[src/rtl/rv32_pkg.sv]
`default_nettype none
// +----------------------------------------------------------------------------+
// | rv32_pkg : RV32I format codes, opcode constants, encoder FSM states        |
// | Revision : 1.0                                                             |
// +----------------------------------------------------------------------------+
package rv32_pkg;

    typedef enum logic [2:0] {
        FMT_R = 3'd0,
        FMT_I = 3'd1,
        FMT_S = 3'd2,
        FMT_B = 3'd3,
        FMT_U = 3'd4,
        FMT_J = 3'd5
    } fmt_e;

    localparam logic [6:0] OPC_OP     = 7'h33;
    localparam logic [6:0] OPC_OP_IMM = 7'h13;
    localparam logic [6:0] OPC_LOAD   = 7'h03;
    localparam logic [6:0] OPC_STORE  = 7'h23;
    localparam logic [6:0] OPC_BRANCH = 7'h63;
    localparam logic [6:0] OPC_JAL    = 7'h6F;
    localparam logic [6:0] OPC_JALR   = 7'h67;
    localparam logic [6:0] OPC_LUI    = 7'h37;
    localparam logic [6:0] OPC_AUIPC  = 7'h17;
    localparam logic [6:0] OPC_SYSTEM = 7'h73;

    typedef enum logic [1:0] {
        ST_IDLE  = 2'd0,
        ST_RUN   = 2'd1,
        ST_DRAIN = 2'd2,
        ST_DONE  = 2'd3
    } state_e;

    // True when value is a sign-extension of its bits [msb:0].
    function automatic logic fits_signed(input logic [31:0] value, input int msb);
        logic signed [31:0] shifted;
        shifted = $signed(value) >>> msb;
        return (shifted == '0) || (shifted == '1);
    endfunction

endpackage
`default_nettype wire

[src/rtl/imm_pack.sv]
`default_nettype none
// +----------------------------------------------------------------------------+
// | imm_pack : combinational RV32I field packer with immediate legality flag   |
// | Revision : 1.0                                                             |
// +----------------------------------------------------------------------------+
module imm_pack
    import rv32_pkg::*;
(
    input  logic [2:0]  fmt,
    input  logic [6:0]  opcode,
    input  logic [2:0]  funct3,
    input  logic [6:0]  funct7,
    input  logic [4:0]  rd,
    input  logic [4:0]  rs1,
    input  logic [4:0]  rs2,
    input  logic [31:0] imm,
    output logic [31:0] instr,
    output logic        legal
);

    always_comb begin
        instr = 32'd0;
        legal = 1'b0;
        case (fmt)
            FMT_R: begin
                instr = {funct7, rs2, rs1, funct3, rd, opcode};
                legal = 1'b1;
            end
            FMT_I: begin
                instr = {imm[11:0], rs1, funct3, rd, opcode};
                legal = fits_signed(imm, 11);
            end
            FMT_S: begin
                instr = {imm[11:5], rs2, rs1, funct3, imm[4:0], opcode};
                legal = fits_signed(imm, 11);
            end
            FMT_B: begin
                instr = {imm[12], imm[10:5], rs2, rs1, funct3, imm[4:1], imm[11], opcode};
                legal = fits_signed(imm, 12) && !imm[0];
            end
            FMT_U: begin
                instr = {imm[31:12], rd, opcode};
                legal = (imm[11:0] == 12'd0);
            end
            FMT_J: begin
                instr = {imm[20], imm[10:1], imm[11], imm[19:12], rd, opcode};
                legal = fits_signed(imm, 20) && !imm[0];
            end
            default: begin
            end
        endcase
    end

endmodule
`default_nettype wire

[src/rtl/instr_encoder.sv]
`default_nettype none
// +----------------------------------------------------------------------------+
// | instr_encoder : RV32I encoder streaming packed words to an imem write port |
// | Revision      : 1.0                                                        |
// +----------------------------------------------------------------------------+
module instr_encoder
    import rv32_pkg::*;
#(
    parameter int ADDR_W    = 12,
    parameter int BASE_ADDR = 0
) (
    input  logic              clk,
    input  logic              rst,
    input  logic              start,
    input  logic              in_valid,
    output logic              in_ready,
    input  logic              in_last,
    input  logic [2:0]        in_fmt,
    input  logic [6:0]        in_opcode,
    input  logic [2:0]        in_funct3,
    input  logic [6:0]        in_funct7,
    input  logic [4:0]        in_rd,
    input  logic [4:0]        in_rs1,
    input  logic [4:0]        in_rs2,
    input  logic [31:0]       in_imm,
    output logic              out_valid,
    input  logic              out_ready,
    output logic [31:0]       out_instr,
    output logic [ADDR_W-1:0] out_addr,
    output logic              done,
    output logic              err,
    output logic [7:0]        err_count
);

    localparam logic [ADDR_W-1:0] c_base_addr = ADDR_W'(BASE_ADDR);
    localparam logic [ADDR_W-1:0] c_step      = ADDR_W'(4);

    state_e            r_state;
    state_e            w_state_next;
    logic [ADDR_W-1:0] r_addr_cnt;
    logic [31:0]       w_word;
    logic              w_legal;
    logic              w_accept;

    imm_pack u_imm_pack (
        .fmt    (in_fmt),
        .opcode (in_opcode),
        .funct3 (in_funct3),
        .funct7 (in_funct7),
        .rd     (in_rd),
        .rs1    (in_rs1),
        .rs2    (in_rs2),
        .imm    (in_imm),
        .instr  (w_word),
        .legal  (w_legal)
    );

    always_ff @(posedge clk or negedge rst) begin
        if (!rst) begin
            r_state <= ST_IDLE;
        end else begin
            r_state <= w_state_next;
        end
    end

    always_comb begin
        w_state_next = r_state;
        in_ready     = 1'b0;
        done         = 1'b0;
        case (r_state)
            ST_IDLE: begin
                if (start) w_state_next = ST_RUN;
            end
            ST_RUN: begin
                in_ready = !out_valid || out_ready;
                if (in_valid && (!out_valid || out_ready) && in_last) w_state_next = ST_DRAIN;
            end
            ST_DRAIN: begin
                if (!out_valid || out_ready) w_state_next = ST_DONE;
            end
            ST_DONE: begin
                done         = 1'b1;
                w_state_next = ST_IDLE;
            end
            default: w_state_next = ST_IDLE;
        endcase
    end

    assign w_accept = in_valid && in_ready;

    // Illegal bundles are consumed but leave the output register and address untouched.
    always_ff @(posedge clk or negedge rst) begin
        if (!rst) begin
            out_valid  <= 1'b0;
            out_instr  <= 32'd0;
            out_addr   <= c_base_addr;
            r_addr_cnt <= c_base_addr;
            err        <= 1'b0;
            err_count  <= 8'd0;
        end else begin
            if (r_state == ST_IDLE && start) begin
                r_addr_cnt <= c_base_addr;
                err        <= 1'b0;
                err_count  <= 8'd0;
            end
            if (w_accept && w_legal) begin
                out_valid  <= 1'b1;
                out_instr  <= w_word;
                out_addr   <= r_addr_cnt;
                r_addr_cnt <= r_addr_cnt + c_step;
            end else if (out_valid && out_ready) begin
                out_valid <= 1'b0;
            end
            if (w_accept && !w_legal) begin
                err <= 1'b1;
                if (err_count != 8'hFF) err_count <= err_count + 8'd1;
            end
        end
    end

endmodule
`default_nettype wire
[config.mk]
export PLATFORM = sky130hd
export DESIGN_NAME = instr_encoder
export DESIGN_NICKNAME = d
export VERILOG_FILES = /design/src/rtl/rv32_pkg.sv /design/src/rtl/imm_pack.sv /design/src/rtl/instr_encoder.sv
export SDC_FILE = /design/constraint.sdc
export NUM_CORES = 1
export LEC_CHECK = 0
export CAP_MARGIN = 10
export CORE_MARGIN = 1
export CORE_UTILIZATION = 49
export CTS_BUF_LIST = sky130_fd_sc_hd__clkbuf_8 sky130_fd_sc_hd__clkbuf_16
export CTS_CLUSTER_SIZE = 25
export DETAILED_ROUTE_END_ITERATION = 10
export PLACE_DENSITY = 0.83
export SETUP_SLACK_MARGIN = 0.3
export SYNTH_ARGS = -nofsm -noshare
export SYNTH_HDL_FRONTEND = slang
export SYNTH_HIERARCHICAL = 1
export SYNTH_SLANG_ARGS = --single-unit
[constraint.sdc]
create_clock -name clk -period 5.2 [get_ports clk]
set_input_delay 1.04 -clock clk [delete_from_list [all_inputs] [get_ports clk]]
set_output_delay 1.04 -clock clk [all_outputs]
set_load 0.01 [all_outputs]
==> implementation parameters <==
Parameter                              Value

Status
  Status ... finished, final reports clean

Pwr
  Static Leakage ... 2.38 nW
  PwrDens ... 366 nW/um2
  Total chip power ... 1.90 mW
  Combinational share of power ... 0.364
  Sw Ratio ... 0.323
  Switching power ... 613 uW
  Maximum ir drop on the vdd rail ... 0.000291 V
  Register share of total power ... 0.380
  Cell internal power dissipation ... 1.28 mW
  Clk network pwr share ... 0.257

Synth
  Number of library cell types mapped by synthesis ... 51
  Dominant synthesized flop cell ... sky130_fd_sc_hd__dfrtp_1
  Synth warnings ... 6
  Post-synth ARST share ... 1.00
  Part of the Yosys area used for sequential elements ... 0.437
  Mean Syn Cell Area ... 8.07 um2
  Post-Synthesis Cell Area ... 3660 um2
  Area share of the leading cell type in the synthesized netlist ... 0.437
  Most common cell in the netlist ... sky130_fd_sc_hd__nand2_1
  Number of enable flip-flop cells after synthesis ... 0
  Post-synth top cells ... sky130_fd_sc_hd__nand2_1 (168), sky130_fd_sc_hd__dfrtp_1 (64), sky130_fd_sc_hd__o21ai_0 (34), sky130_fd_sc_hd__inv_1 (16), sky130_fd_sc_hd__nor2_1 (15)
  Post-synthesis register bit count ... 64
  Synthesized netlist cell count ... 454
  Cell type contributing the most total cell area after synthesis ... sky130_fd_sc_hd__dfrtp_1
  Area contributors post-synth ... sky130_fd_sc_hd__dfrtp_1 (44%), sky130_fd_sc_hd__nand2_1 (17%), sky130_fd_sc_hd__o21ai_0 (4.6%)

CTS
  Reg clk slew, reported paths ... 0.08 ns
  Number of buffers inserted for hold repair after clock tree synthesis ... 0
  CTS H-tree lvls ... 3
  Clock root buffer ... sky130_fd_sc_hd__clkbuf_8
  Clock sinks ... 64
  Clock tree buffer depth ... 2
  Number of buffers added for setup after CTS ... 0
  Clock latency on the worst-skew pair ... 0.35 ns
  Post_cts resized ... 0
  CTS tree ... built
  Clock buffers created by TritonCTS ... 9

Timing
  Slew HR ... 0.310
  Number of slew-limit violations in the final report ... 0
  Final setup TNS ... 0 ns
  RSZ-0062 raised after global routing ... no
  Post-route worst setup slack ... 1.04 ns
  Min Tclk post-route ... 4.16 ns
  Final clock period utilization by the worst path ... 0.800
  Setup Viol. Count Final ... 0
  Achievable frequency ... 0.240 GHz
  Actual slew at the worst max-slew pin ... 1.04 ns
  Final count of hold timing violations ... 0
  Skew final ... 0.00865 ns

Routing
  Number of nets with antenna violations after detailed routing ... 0
  First-iteration detailed-routing DRC count ... 216
  Vias after detailed routing ... 3629
  Total wirelength of the detailed-routed design ... 10000 um
  Router iterations before antenna repair ... 8
  DRC violations left ... 0
  Average wire per standard cell ... 14.9 um
  Vias per inst ... 5.38

Placement
  DP HPWL ... 7150 um
  Final Wtd Congestion ... 0.899
  Port Buf Inserts ... 126
  Placed cells ... 659
  Pre-CTS WS ... 0.733 ns

Critical path
  Worst EP required ... 5.50 ns
  Critical path start-end classification ... in -> reg
  Worst path arrival time ... 4.46 ns
  Startpoint of the worst setup timing path ... in_fmt[1]
  Element type at the critical path start ... input port
  Reg2Reg Depth ... 4
  Origin of the critical flop-to-flop path ... out_valid$_DFFE_PN0P_
  Reg2reg setup slack ... 2.77 ns
  Destination of the worst register-to-register timing path ... r_addr_cnt[8]$_DFFE_PN0P_
  Kind of end point of the critical path ... flop
  Destination of the critical timing path ... r_addr_cnt[4]$_DFFE_PN0P_
  Maximum net fanout on the critical path ... 60

Floorplanning
  Total I/O pin count ... 129
  Count of standard-cell rows ... 31
  Die area ... 7830 um2
  Die span in x ... 88.5 um
  Placeable Area ... 7250 um2
  Floorplan die height ... 88.5 um
  Effective utilization at floorplan ... 0.505

Global routing
  Initial antenna violation count ... 0
  GRT Util Overall ... 0.272
  Maximum number of pins on one net before global-route repair ... 65
  Total grt overflow ... 0
  First-pass GRT wire length ... 16500 um
  Number of global-route vias before repair ... 3589

Run
  Max Cap Viol ... 0

Final layout
  Final Util ... 0.714
  Finished Layout Cells ... 675
  Count of antenna diodes in the layout ... 0
  Layout cell share with drive strength beyond 1 ... 0.0573
  Final Net Count ... 650
  Area growth syn-to-layout ... 41.4%

Hold path
  Path category of the worst min-delay check ... reg -> reg
layout make-up:
cell class,count,area (um2)
Fill cell,585,2070
Clock inverter,7,105
Tap cell,99,124
Timing Repair Buffer,131,1290
Multi-Input combinational cell,348,1870
Inverter,17,63.8
Sequential cell,64,1600
Clock buffer,9,124
power by group through the flow:
stage               logic [mW]  registers [mW]  clock network [mW]
floorplan                0.242           0.775                   0
global placement         0.667           0.722                   0
detailed placement       0.689           0.728                   0
CTS                      0.695           0.721               0.496
global route             0.762           0.737               0.514
finish                   0.690           0.720               0.487
cells by family (layout without fill, tap and decap cells):
kind of cell / after synthesis / count (layout) / synth area share
flip-flops: 64 / 64 / 0.437
XOR/XNOR: 3 / 3 / 0.00717
AND/OR/NAND/NOR: 244 / 244 / 0.299
other: 1 / 2 / 0.00102
multiplexers: 14 / 14 / 0.0424
AO/OA/AOI/OAI: 79 / 79 / 0.137
adder cells (fa/ha/maj): 6 / 6 / 0.0205
buffers and inverters: 43 / 164 / 0.0560
critical path: stages:
cell and delay [ns]:
sky130_fd_sc_hd__clkdlybuf4s50_1 0.85, sky130_fd_sc_hd__inv_2 0.20, sky130_fd_sc_hd__nor2_2 0.37, sky130_fd_sc_hd__o21ai_0 0.15, sky130_fd_sc_hd__a21oi_1 0.13, sky130_fd_sc_hd__a211o_1 0.17, sky130_fd_sc_hd__inv_1 0.11, sky130_fd_sc_hd__or3_2 0.93
sky130_fd_sc_hd__o21ai_0 0.33, sky130_fd_sc_hd__a21o_1 0.15
layout by cell type, fill, tap and decap left out, types with 3 or more instances in the layout:
| cell type | count |
|---|---|
| sky130_fd_sc_hd__nand4_1 | 8 |
| sky130_fd_sc_hd__mux2i_1 | 11 |
| sky130_fd_sc_hd__a22o_1 | 4 |
| sky130_fd_sc_hd__clkdlybuf4s50_1 | 125 |
| sky130_fd_sc_hd__buf_4 | 5 |
| sky130_fd_sc_hd__o211ai_1 | 4 |
| sky130_fd_sc_hd__and2_1 | 10 |
| sky130_fd_sc_hd__dfrtp_1 | 64 |
| sky130_fd_sc_hd__inv_1 | 16 |
| sky130_fd_sc_hd__nor2_1 | 15 |
| sky130_fd_sc_hd__a21oi_1 | 11 |
| sky130_fd_sc_hd__nand2_1 | 168 |
| sky130_fd_sc_hd__clkinv_4 | 3 |
| sky130_fd_sc_hd__ha_1 | 6 |
| sky130_fd_sc_hd__a31oi_1 | 4 |
| sky130_fd_sc_hd__and3_1 | 4 |
| sky130_fd_sc_hd__nor3_1 | 3 |
| sky130_fd_sc_hd__nor2b_1 | 4 |
| sky130_fd_sc_hd__o21ai_0 | 34 |
| sky130_fd_sc_hd__clkbuf_8 | 9 |
| sky130_fd_sc_hd__o2bb2ai_1 | 3 |
| sky130_fd_sc_hd__nand3_1 | 9 |
| sky130_fd_sc_hd__nor4_1 | 5 |
| sky130_fd_sc_hd__a22oi_1 | 4 |
| sky130_fd_sc_hd__or4_1 | 3 |
| sky130_fd_sc_hd__a21o_1 | 4 |
sequential cells by signal, indices dropped and copies added (netlist names):
signal      cells
err             1
err_count       8
out_addr       10
out_instr      32
out_valid       1
r_addr_cnt     10
r_state         2
stage by stage:
step           hold slack [ns]  area, um2
5_1_grt                  0.493       5180
6_report                 0.476       5180
3_5_place_dp             0.461       4950
4_1_cts                  0.480       5180
3_3_place_gp             0.457       4950
2_1_floorplan            0.482       3670
metal layers:
metal  global-route usage  vias up  share of wire
met2                0.469      125           0.49
met3               0.0494       21          0.054
li1                     -     1764              -
met4                0.122        0          0.021
met1                0.334     1719           0.43
met5                    0        -              0
worst min path at each step:
stage	from	end	cells past startpoint
detailed placement	out_addr[11]$_DFFE_PN0P_	out_addr[11]$_DFFE_PN0P_	2
global route	out_addr[10]$_DFFE_PN0P_	out_addr[10]$_DFFE_PN0P_	2
finish	out_instr[1]$_DFFE_PN0P_	out_instr[1]$_DFFE_PN0P_	2
global placement	out_addr[3]$_DFFE_PN0P_	out_addr[3]$_DFFE_PN0P_	2
floorplan	r_addr_cnt[11]$_DFFE_PN0P_	out_addr[11]$_DFFE_PN0P_	2
CTS	out_addr[11]$_DFFE_PN0P_	out_addr[11]$_DFFE_PN0P_	2
Power figures use the tool's default switching activity.
